## src/rtl/exception_vector_sequencer.sv

```systemverilog
// exception_vector_sequencer: saves EPC, fetches the exception vector byte through the address mux and loads it into the PC
module exception_vector_sequencer #(
  parameter int MEM_LATENCY = 1,
  parameter logic [31:0] EPC_OFFSET = 32'd4
) (
  input  logic        clk,
  input  logic        reset,
  input  logic        exc_enable,
  input  logic        bad_opcode,
  input  logic        overflow,
  input  logic        div_zero,
  input  logic [31:0] pc_current,
  input  logic [31:0] mem_data_in,
  output logic [2:0]  mem_addr_sel,
  output logic [31:0] epc_out,
  output logic        epc_write,
  output logic [31:0] pc_out,
  output logic        pc_write,
  output logic [1:0]  cause,
  output logic        busy
);
  typedef enum logic [1:0] {IDLE, ADDR, LOAD, WRITE} state_t;
  localparam logic [2:0] LAST = 3'(MEM_LATENCY - 1);
  state_t state, nstate;
  logic [2:0] cnt, ncnt, sel, nsel;
  logic [1:0] ncause;
  logic take;
  always_comb begin
    take = state == IDLE && exc_enable && (bad_opcode || overflow || div_zero);
    nsel = bad_opcode ? 3'b010 : overflow ? 3'b011 : 3'b100;
    ncause = bad_opcode ? 2'b01 : overflow ? 2'b10 : 2'b11;
    nstate = state;
    ncnt = cnt;
    case (state)
      IDLE: nstate = take ? ADDR : IDLE;
      ADDR: begin
        nstate = cnt == LAST ? LOAD : ADDR;
        ncnt = cnt == LAST ? 3'd0 : cnt + 3'd1;
      end
      LOAD: nstate = WRITE;
      default: nstate = IDLE;
    endcase
  end
  always_ff @(posedge clk) begin
    if (reset) begin
      state <= IDLE;
      cnt <= 3'd0;
      sel <= 3'd0;
      cause <= 2'b00;
      epc_out <= 32'd0;
      pc_out <= 32'd0;
    end else begin
      state <= nstate;
      cnt <= ncnt;
      if (take) begin
        sel <= nsel;
        cause <= ncause;
        epc_out <= pc_current - EPC_OFFSET;
      end
      if (state == LOAD) pc_out <= {24'd0, mem_data_in[7:0]};
    end
  end
  // select is only presented while the memory read is in flight
  assign mem_addr_sel = (state == ADDR || state == LOAD) ? sel : 3'b000;
  assign epc_write = state == ADDR && cnt == 3'd0;
  assign pc_write = state == WRITE;
  assign busy = state != IDLE;
endmodule

```

## config.mk

```make
export PLATFORM = sky130hd
export DESIGN_NAME = exception_vector_sequencer
export DESIGN_NICKNAME = d
export VERILOG_FILES = /design/src/rtl/exception_vector_sequencer.sv
export SDC_FILE = /design/constraint.sdc
export NUM_CORES = 1
export LEC_CHECK = 0
export ABC_AREA = 1
export CAP_MARGIN = 20
export CORE_MARGIN = 2
export CORE_UTILIZATION = 25
export DETAILED_ROUTE_END_ITERATION = 8
export MAX_ROUTING_LAYER = met4
export PLACE_DENSITY = 0.61
export SYNTH_ARGS = -nofsm -noshare
export SYNTH_HDL_FRONTEND = slang
export SYNTH_SLANG_ARGS = --single-unit
```

## constraint.sdc

```tcl
create_clock -name clk -period 2.67 [get_ports clk]
set_input_delay 0.534 -clock clk [delete_from_list [all_inputs] [get_ports clk]]
set_output_delay 0.534 -clock clk [all_outputs]
set_load 0.01 [all_outputs]
```

==> results by group, run 1 <==
Outcome
  • Outcome: completed

Detailed routing
  • WL final: 9043 um
  • Initial DRC count: 142
  • DR DRC count: 0
  • DR vias/cell: between 4 and 5
  • WL per Instance: 12.40 um
  • DR pass1 iterations: 4
  • Final ANT Viol Nets: 0
  • DR vias: 3103

STA
  • Fmax: 0.4043 GHz
  • Final Setup Violations: 0
  • Final count of hold timing violations: 0
  • Fin Clk Skew: 4.475 ps
  • Min cycle time layout: 2474 ps
  • Setup_tns: 0 ps
  • Final Cycle Share: 0.9264
  • Count of final max-slew check failures: 0
  • Unrepaired setup endpoints after global routing: false

Critical path
  • WP data required: ~2100 ps
  • Reg2Reg Depth: 8
  • Crit start category: flip-flop
  • Slowest stage delay, CP: 600 ps
  • Crit path capture type: output port
  • Reg-to-Reg Start: state[0]
  • CP Data Arrival Time: 1940 ps
  • Sequence of cells on the critical path: inv_1, ha_1, inv_1, nor2_1, clkdlybuf4s50_1
  • Slowest-stage cell, CP: clkdlybuf4s50_1
  • Most frequent CP cell: inv_1
  • Reg2Reg Setup Slack: around 970 ps
  • CP max FO: 5
  • Crit Path Class: reg -> out
  • Reg2reg end: epc_out[18]

CTS
  • TritonCTS Buffers: 5
  • CTS tree: built
  • Worst-path clk slew: around 70 ps
  • Buffer depth of the longest clock path: 2
  • Root buffer cell: clkbuf_16
  • Post_cts resized: 0
  • Hold_buf cts: 0
  • Num Clock Sinks: 50
  • H-tree levels: 2
  • Postcts setup bufs: 0
  • Worst-Skew Late Latency: ~290 ps

Logic synthesis
  • Main combinational cell family by area after synthesis: simple AND/OR/NAND/NOR gates
  • Yosys reg bits: 50
  • Sequential area share after synthesis: 0.3241
  • XOR/XNOR share of the synthesized area: 0.01418
  • Synth Flop Type: dfxtp_1
  • Post-synthesis compound-gate area fraction: 0.1280
  • Synth Area in Simple Gates: 0.3367
  • Mapped Avg Cell Area: 6.302 um2
  • Mapped Area: 3088 um2
  • Mapped Cells: 490
  • Async set or reset register ratio after synthesis: 0
  • EDFF count, synth: 0
  • Yosys cell types: 32
  • YS warnings: 0
  • Synth Area in Adders: 0.03241
  • Mux cell area share after synthesis: 0

Floorplan
  • Core area: between 10000 and 15000 um2
  • # IOs: 142
  • Row cnt: 40
  • Die area: 13260 um2
  • Die H: 115.1 um
  • Die W: around 120 um
  • Starting Density: 0.2571

Global route
  • First-pass GRT wire length: approximately 15000 um
  • Gr ovfl total: 0
  • Number of global-route vias before repair: 3013
  • Largest net degree at the start of global routing: 36
  • Initial antenna violation count: 0
  • GRT Total Usage: 0.1416

Pwr
  • P_leak: 1.983 nW
  • PwrDens: approximately 570 nW/um2
  • Peak VDD IR: 227.5 uV
  • Net Sw Frac: 0.3125
  • Power Internal: 1.659 mW
  • Psw: approximately 750 uW
  • Tot Pwr: 2.413 mW
  • Clk network pwr share: 0.313
  • Comb pwr share: 0.308
  • Reg power frac: 0.379

Layout
  • Commonest non-fill, non-tap cell in the layout: nor2_1
  • Nets: 659
  • Layout cells sized above 1: 0.06014
  • Most frequent cells in the layout: 104 x nor2_1, 95 x nand2_1, 93 x clkdlybuf4s50_1, 68 x inv_1, 50 x dfxtp_1
  • P&R area growth vs syn: 38.29%
  • Antenna cells: 0
  • Filler Cells Inserted: roughly 1300

Placed design
  • IO buf count: 93
  • DP Wirelength: 7225 um
  • GPL Wtd Cong: 0.9230

Hold path
  • Min-delay src: sel[2]
  • WHS Path Cells: 2
  • Hold EP: sel[2]
  • Min-Delay Path Class: reg -> reg

Run
  • # Max-Cap Violations: 0
critical path: cells and delay by family (launching register included):
kind | cells | cell delay, ps
buffers and inverters | 3 | 810
DFF | 1 | 350
and+or+nand+nor | 1 | 250
adders and majority gates | 1 | 230
per-stage QoR:
| stage | cell area (um2) | hold WS (ps) | utilization | worst slack [ps] | instances |
|---|---|---|---|---|---|
| finish | 4270 | 465.6 | 0.3555 | 196.4 | 729 |
| global route | 4270 | 503.7 | 0.3555 | 101.2 | 729 |
| CTS | 4270 | 467.3 | 0.3555 | 190.0 | 729 |
| detailed placement | 4098 | 455.7 | 0.3411 | 452.7 | 721 |
| global placement | 4098 | 453.2 | 0.3411 | 501.8 | 721 |
| floorplan | 3174 | 440.1 | - | 1095 | 513 |
logic make-up (layout without fill, tap and decap cells):
family / Yosys count / in the layout
buf+inv: 108 / 177
simple gates: 246 / 246
compound gates: 72 / 72
xor+xnor: 5 / 5
other cells: 1 / 24
flops: 50 / 50
fa+ha+maj: 8 / 8
layer usage:
layer  wire, um  GRT usage  vias up
met3        328    0.02319       12
met5          0          -        -
li1           -          -     1648
met2       4200     0.2271       66
met1       4379     0.1827     1377
met4        134    0.04418        0
power groups by stage:
stage | logic (mW) | clock network (mW) | registers (mW)
after floorplan | 0.344 | 0 | 0.967
after CTS | 0.753 | 0.782 | 0.916
final | 0.743 | 0.756 | 0.914
after global routing | 0.824 | 0.806 | 0.929
after detailed placement | 0.749 | 0 | 0.932
after global placement | 0.741 | 0 | 0.930
state kept, by name, summed over array words and instances (netlist names):
register  flops
state         2
cause         2
pc_out        8
sel           3
epc_out      32
cnt           3
synthesized netlist by cell type (2+ instances only):
cell type	n	area, um2
nor2_1	104	390.4
nand2_1	95	356.6
inv_1	68	255.2
dfxtp_1	50	1001
o21ai_0	35	175.2
nand3_1	25	125.1
buf_4	24	180.2
a21oi_1	18	90.09
ha_1	8	100.1
nor2_2	8	50.05
o21ai_1	7	35.03
buf_2	6	30.03
a31oi_1	5	31.28
xor2_1	5	43.79
clkbuf_1	4	15.01
nand2_2	4	25.02
nor2_4	4	45.04
inv_2	3	11.26
nand2_4	2	22.52
nand4_1	2	12.51
o21bai_1	2	15.01
worst max path at each step:
stage,startpoint,end
finish,state[1],epc_write
global route,state[1],epc_write
CTS,state[1],epc_write
detailed placement,pc_current[2],epc_out[18]
global placement,pc_current[2],epc_out[18]
floorplan,pc_current[2],epc_out[18]
cell type report:
class                           count  area (um2)  area share
Multi-Input combinational cell    355        1669      0.3909
Sequential cell                    50        1001      0.2344
Timing Repair Buffer               97       973.4      0.2280
Inverter                           72       270.3     0.06329
Tap cell                          147       183.9     0.04307
Clock buffer                        5       125.1     0.02930
Clock inverter                      3       47.55     0.01113
Power figures use the tool's default switching activity.
==> run 2, diff against run 1 <==
--- a/config.mk
+++ b/config.mk
@@ -9,7 +9,9 @@
 export CAP_MARGIN = 20
 export CORE_MARGIN = 2
 export CORE_UTILIZATION = 25
+export CTS_CLUSTER_SIZE = 28
 export DETAILED_ROUTE_END_ITERATION = 8
+export GPL_TIMING_DRIVEN = 0
 export MAX_ROUTING_LAYER = met4
 export PLACE_DENSITY = 0.61
 export SYNTH_ARGS = -nofsm -noshare
==> results by group, run 2 (synthesized netlist as in run 1, its figures left out) <==
Outcome
  • Outcome: completed

Critical path
  • Crit start category: flip-flop
  • Crit Path Class: reg -> out
  • WP data required: 2140 ps (about the same)
  • Reg-to-Reg Start: state[0]
  • Slowest-stage cell, CP: clkdlybuf4s50_1
  • Bufs and invs on worst path: 3 (unchanged)
  • Reg2reg end: epc_out[4]
  • Sequence of cells on the critical path: inv_1, ha_1, inv_1, nor2_1, clkdlybuf4s50_1
  • Most frequent CP cell: inv_1
  • Family with the most delay on the worst path: buffers and inverters
  • WP depth: 5 (unchanged)
  • CP Data Arrival Time: 1940 ps (about the same)
  • Slowest stage delay, CP: 600 ps (about the same)
  • Crit path capture type: output port
  • Reg2Reg Setup Slack: 910 ps (-60 ps)
  • Reg2Reg Depth: 6 (-2)
  • CP max FO: 5 (unchanged)

Detailed routing
  • DR pass1 iterations: 4 (unchanged)
  • DR vias/cell: 4.291 (+0.81%)
  • DR vias: 3257 (+5.0%)
  • WL per Instance: 13.25 um (+6.8%)
  • Initial DRC count: 118 (-17%)
  • WL final: 10050 um (+11%)
  • DR DRC count: 0 (unchanged)
  • Final ANT Viol Nets: 0 (unchanged)

Hold path
  • Min-delay src: cause[0]
  • Hold EP: cause[0]
  • Min-Delay Path Class: reg -> reg
  • WHS Path Cells: 2 (unchanged)

Floorplan
  • Die H: 115.1 um (unchanged)
  • Die area: 13260 um2 (unchanged)
  • Starting Density: 0.2571 (unchanged)
  • # IOs: 142 (unchanged)
  • Die W: 115.1 um (unchanged)
  • Row cnt: 40 (unchanged)
  • Core area: 12010 um2 (unchanged)

Pwr
  • Tot Pwr: 2.440 mW (+1.1%)
  • Psw: 770.8 uW (+2.2%)
  • Reg power frac: 0.376 (-0.003)
  • Clk network pwr share: 0.302 (-0.011)
  • Comb pwr share: 0.322 (+0.014)
  • P_leak: 2.117 nW (+6.8%)
  • Peak VDD IR: 220.7 uV (-3.0%)
  • PwrDens: 549.3 nW/um2 (-2.8%)
  • Net Sw Frac: 0.3159 (+0.003344)
  • Power Internal: 1.670 mW (+0.63%)

STA
  • Worst setup margin: 195.7 ps (-0.7190 ps)
  • Final Setup Violations: 0 (unchanged)
  • Hold Slack: 466.1 ps (+0.5680 ps)
  • Fmax: 0.4042 GHz (about the same)
  • Count of final max-slew check failures: 0 (unchanged)
  • Min cycle time layout: 2474 ps (+0.7190 ps)
  • Slew @ Worst Pin: 532.7 ps
  • Unrepaired setup endpoints after global routing: false
  • Final count of hold timing violations: 0 (unchanged)
  • Worst slew margin: 0.6449
  • Final Cycle Share: 0.9267 (about the same)
  • Fin Clk Skew: 5.150 ps (+0.6750 ps)
  • Setup_tns: 0 ps (unchanged)

Placed design
  • IO buf count: 92 (-1.1%)
  • DP Wirelength: 8061 um (+12%)
  • Dpl ws: 449.6 ps (-3.154 ps)
  • GPL Wtd Cong: 0.8805 (-4.6%)

Layout
  • Largest Register: epc_out
  • Max reg flops: 32 (unchanged)
  • Layout cells sized above 1: 0.09967 (+0.03954)
  • Nets: 690 (+4.7%)
  • Commonest non-fill, non-tap cell in the layout: nor2_1
  • Top Registers: epc_out: 32 flops, pc_out: 8 flops
  • P&R area growth vs syn: 43.88%
  • Antenna cells: 0 (unchanged)
  • Most frequent cells in the layout: 104 x nor2_1, 95 x nand2_1, 92 x clkdlybuf4s50_1, 68 x inv_1, 50 x dfxtp_1
  • Filler Cells Inserted: 1326 (+4.3%)

CTS
  • Buffer depth of the longest clock path: 2 (unchanged)
  • Worst-path clk slew: 70 ps (about the same)
  • TritonCTS Buffers: 5 (unchanged)
  • Post_cts resized: 0 (unchanged)
  • Worst-Skew Late Latency: 290 ps (about the same)
  • H-tree levels: 2 (unchanged)
  • Hold_buf cts: 0 (unchanged)
  • CTS tree: built
  • Num Clock Sinks: 50 (unchanged)
  • Root buffer cell: clkbuf_16
  • Postcts setup bufs: 0 (unchanged)

Run
  • # Max-Cap Violations: 0 (unchanged)

Global route
  • First-pass GRT wire length: 16280 um (+12%)
  • Largest net degree at the start of global routing: 16 (-56%)
  • GRT Total Usage: 0.1606 (+0.01899)
  • Gr ovfl total: 0 (unchanged)
  • Number of global-route vias before repair: 3237 (+7.4%)
  • Initial antenna violation count: 0 (unchanged)
run 2: cell type report:
class                           count  area, um2  share of cell area
Tap cell                          147      183.9             0.04140
Inverter                           72      270.3             0.06083
Clock buffer                        5      125.1             0.02816
Multi-Input combinational cell    355       1669              0.3757
Buffer                             36      234.0             0.05266
Sequential cell                    50       1001              0.2253
Clock inverter                      2      38.79            0.008730
Timing Repair Buffer               92      920.9              0.2073
run 2: stage by stage:
stage,cells,utilization,area (um2)
after floorplan,513,-,3174
after detailed placement,752,0.3563,4279
after CTS,759,0.3699,4443
final,759,0.3699,4443
after global placement,752,0.3563,4279
after global routing,759,0.3699,4443
run 2: worst max path at each step:
| stage | from | end | slack, ps |
|---|---|---|---|
| 6_report | state[1] | epc_write | 200 |
| 3_5_place_dp | pc_current[12] | epc_out[15] | 450 |
| 3_3_place_gp | pc_current[12] | epc_out[15] | 480 |
| 4_1_cts | state[1] | epc_write | 200 |
| 2_1_floorplan | pc_current[2] | epc_out[18] | 1100 |
| 5_1_grt | state[1] | epc_write | 70 |
run 2: worst min-delay path, cell delays in order, from the launching register on:
cell and delay [ps]:
dfxtp_1 310, nand2_1 60, a21oi_1 50
run 2: power by group through the flow:
stage,Sequential (mW),Combinational [mW],Clock (mW)
after global routing,0.933,0.873,0.779
after CTS,0.919,0.794,0.758
after detailed placement,0.935,0.789,0
final,0.918,0.786,0.736
after floorplan,0.967,0.344,0
after global placement,0.932,0.781,0
run 2: metal layers:
layer | track usage | wire [um] | vias up
li1 | - | - | 1719
met1 | 0.2088 | 4931 | 1451
met2 | 0.2678 | 4657 | 80
met3 | 0.01898 | 367 | 7
met4 | 0.03614 | 98 | 0
met5 | - | 0 | -
